==> config.mk <==
export PLATFORM = sky130hd
export DESIGN_NAME = can_bus_delay_line
export DESIGN_NICKNAME = d
export VERILOG_FILES = /design/src/rtl/can_bus_delay_line.sv
export SDC_FILE = /design/constraint.sdc
export NUM_CORES = 1
export LEC_CHECK = 0
export CELL_PAD_IN_SITES_DETAIL_PLACEMENT = 1
export CELL_PAD_IN_SITES_GLOBAL_PLACEMENT = 1
export CORE_AREA = 5 5 42 44
export CTS_CLUSTER_SIZE = 16
export DETAILED_ROUTE_END_ITERATION = 7
export DIE_AREA = 0 0 47 49
export PLACE_DENSITY = 0.46
export SYNTH_ARGS = -nofsm -noshare
export SYNTH_HDL_FRONTEND = slang
export SYNTH_SLANG_ARGS = --single-unit
==> constraint.sdc <==
create_clock -name clk_i -period 1.29 [get_ports clk_i]
set_input_delay 0.129 -clock clk_i [delete_from_list [all_inputs] [get_ports clk_i]]
set_output_delay 0.129 -clock clk_i [all_outputs]
set_load 0.02 [all_outputs]
==> src/rtl/can_bus_delay_line.sv <==
// Per-node transmit history with a clamped tap: delay 0 is the live input,
// delay d is the input as captured d clock edges ago.
module can_bus_delay_line #(
    parameter int MAXDELAY = 8,
    parameter int DW       = $clog2(MAXDELAY + 1)
) (
    input  logic          clk_i,
    input  logic          rst_n_i,
    input  logic          din,
    input  logic [DW-1:0] delay,
    output logic          tap
);

    localparam logic [DW-1:0] DMAX = DW'(MAXDELAY);

    logic [MAXDELAY-1:0] sr;
    logic [MAXDELAY:0]   hist;
    logic [DW-1:0]       sel;

    // hist[0] is the live bit, hist[i] the bit from i cycles back
    assign hist = {sr, din};
    assign sel  = (delay > DMAX) ? DMAX : delay;
    assign tap  = hist[sel];

    always_ff @(posedge clk_i or negedge rst_n_i) begin
        if (!rst_n_i) sr <= '1;
        else          sr <= hist[MAXDELAY-1:0];
    end

endmodule

==> flow_metrics.py, run 1 <==
metrics = {
    "setup_path": {
        "cpPeakStageDelay_ps": 530,
        "crit_fanout": 2,
        "critPathRequiredTime_ps": 1160,
        "path_class": "reg -> out",
        "critPathCaptureType": "output pin",
        "worstPathCellList": "mux2i_1 > mux4_2 > o21ai_4 > buf_6",
        "startpoint_type": "flop",
        "worst-r2r-setup-slack_ps": 620,
        "path_delay_family": "multiplexers",
        "cp_data_arrival_time_ps": 1600,
        "crit_buf_inv": 1,
        "slowest_stage": "dfstp_2",
    },
    "cts": {
        "h-tree-depth": 1,
        "clkLatencyLatePin_ps": 240,
        "numCtsBuffers": 3,
        "clk_pin_slew_ps": 50,
        "clk_path_buf_depth": 2,
        "ctsRootBufferMaster": "clkbuf_4",
        "cts_sinks": 8,
        "postCtsSetupRepairBufs": 0,
        "cts_tree": "yes",
    },
    "layout": {
        "syn_to_final_growth_pct": 48.03,
        "nFillCells": 161,
        "largest_reg_flops": 8,
        "antenna_cells": 0,
        "top_regs": "sr (8)",
        "layout_common_cells": "dfstp_2, clkdlybuf4s50_1, mux2i_1",
        "nets": 36,
        "drive_above_1_share_pct": 59.26,
        "fin_util_pct": 30.27,
        "seq_area_um2": 210.2,
        "multi_input_area_um2": 82.58,
        "regMostFlops": "sr",
        "mostFrequentLayoutCell": "dfstp_2",
    },
    "timing": {
        "fmax_mhz": 577.6,
        "drv_slew": 0,
        "setup_viol": 1,
        "post-route-period-util_pct": 134.2,
        "hold-worst-slack_ps": 365.1,
        "tightest_slew_ps": 335.0,
        "finalClockSkew_ps": 1.499,
        "rsz0062_at_grt": "yes",
        "slew_headroom_pct": 77.60,
        "period_needed_ps": 1731,
        "setup_slack_ps": -441.2,
        "finalHoldViolCount": 0,
    },
    "drt": {
        "vias": 165,
        "wl_um": 526,
        "route.detailed.drc": 0,
        "viasPerCell": 3.837,
        "wl_per_cell_um": 12.23,
        "drtPass1Iterations": 1,
        "drtIter0Drc": 0,
        "final_antenna_net_count": 0,
    },
    "grt": {
        "grt_pass1_vias": 195,
        "met2_usage_pct": 7.014,
        "grt_max_degree": 9,
        "top_usage_layer": "met2",
        "grt_util_met1_pct": 6.818,
        "grt_pass1_wl_um": 876,
        "met3_usage_pct": 3.690,
        "global_route.overflow_total": 0,
        "antenna_found_initial": 0,
        "grt.total_usage_pct": 5.907,
    },
    "worst_hold_path": {
        "hold_path.class": "reg -> reg",
    },
    "run_status": {
        "violations": "negative setup slack",
        "outcome": "finished with violations",
    },
    "pwr": {
        "peakVddDrop_v": 0.0005169,
        "p_leak_nw": 0.1822,
        "power_density_nw_per_um2": 1241,
        "power.total_mw": 0.5266,
    },
    "floorplanning": {
        "die_h_um": 49,
        "row_count": 14,
        "die_w_um": 47,
        "core-area_um2": 1401,
        "initial_core_util_pct": 20.45,
        "num_io_pins": 8,
        "die-area_um2": 2303,
    },
    "yosys": {
        "yosys.area.top_type": "dfstp_2",
        "yosysSeqAreaShare_pct": 73.36,
        "syn-cell-area_um2": 286.5,
        "yosys-top-cells-area": "dfstp_2, mux2i_1, mux4_2",
        "ys_warn_count": 0,
        "syn-num-nets": 23,
        "ys_seq_elements": 8,
        "synth_top_area_share_pct": 73.36,
        "yosys.cell_types.count": 6,
        "synth_area_per_cell_um2": 17.91,
        "syn_inst": 16,
    },
    "job": {
        "drv_cap": 0,
    },
    "placement": {
        "place_ws_ps": -922.4,
        "portBuffers": 7,
        "gp_congestion": 0.6710,
    },
}
[final cells by class]
type | count | area share [%]
clock buffer | 3 | 5.310
sequential | 8 | 49.56
multi-input combinational | 7 | 19.47
timing repair buffer | 9 | 20.94
tap | 16 | 4.720
[cell usage after synthesis]
master / number
nand2_1: 1
mux2i_1: 4
mux4_2: 1
dfstp_2: 8
o21ai_1: 1
clkbuf_2: 1
[layer usage]
layer	vias to the layer above	share of wire (%)
met1	80	40
met4	0	0
li1	78	-
met2	7	49
met5	-	0
met3	0	11
[cell families (layout without fill, tap and decap cells)]
group | count (synthesis) | count (layout) | synth area share [%]
mux | 5 | 5 | 21.83
flops | 8 | 8 | 73.36
buf+inv | 1 | 12 | 1.745
simple gates | 1 | 1 | 1.309
compound gates | 1 | 1 | 1.745
[per-stage QoR]
step | instance area (um^2) | setup TNS [ps] | cells
finish | 424.2 | -441.2 | 43
global route | 424.2 | -495.3 | 43
CTS | 421.7 | -470.0 | 43
detailed placement | 397.9 | -922.4 | 40
global placement | 397.9 | -916.3 | 40
floorplan | 297.8 | -84.24 | 16
[where the power goes]
group	internal, mW	leakage, nW	switching (mW)
clock	0.106	0.0138	0.0728
combinational	0.0409	0.0843	0.0257
sequential	0.275	0.0841	0.00695
[final timing paths]
| check | cells after the start | endpoint | start |
|---|---|---|---|
| min in group asynchronous | 1 | sr[6] | rst_n_i |
| hold reg to reg | 0 | sr[1] | sr[0] |
| setup reg to reg | 1 | sr[3] | sr[2] |
| hold / removal | 0 | sr[1] | sr[0] |
| setup / recovery | 4 | tap | sr[6] |
| max in group asynchronous | 1 | sr[3] | rst_n_i |
[timing repair]
action | CTS | global route
endpoints found under the setup margin | 1 | 1
resized for setup | 6 | 1
hold buffers | 0 | 0
pin swaps | 0 | 0
(Power assumes the default switching activity.)
==> run 2, diff against run 1 <==
CTS_BUF_LIST = sky130_fd_sc_hd__clkbuf_2 sky130_fd_sc_hd__clkbuf_4 sky130_fd_sc_hd__clkbuf_8   (was not set)
==> results of run 2 <==
The final DEF is identical to that of run 1; final timing and power are the same.
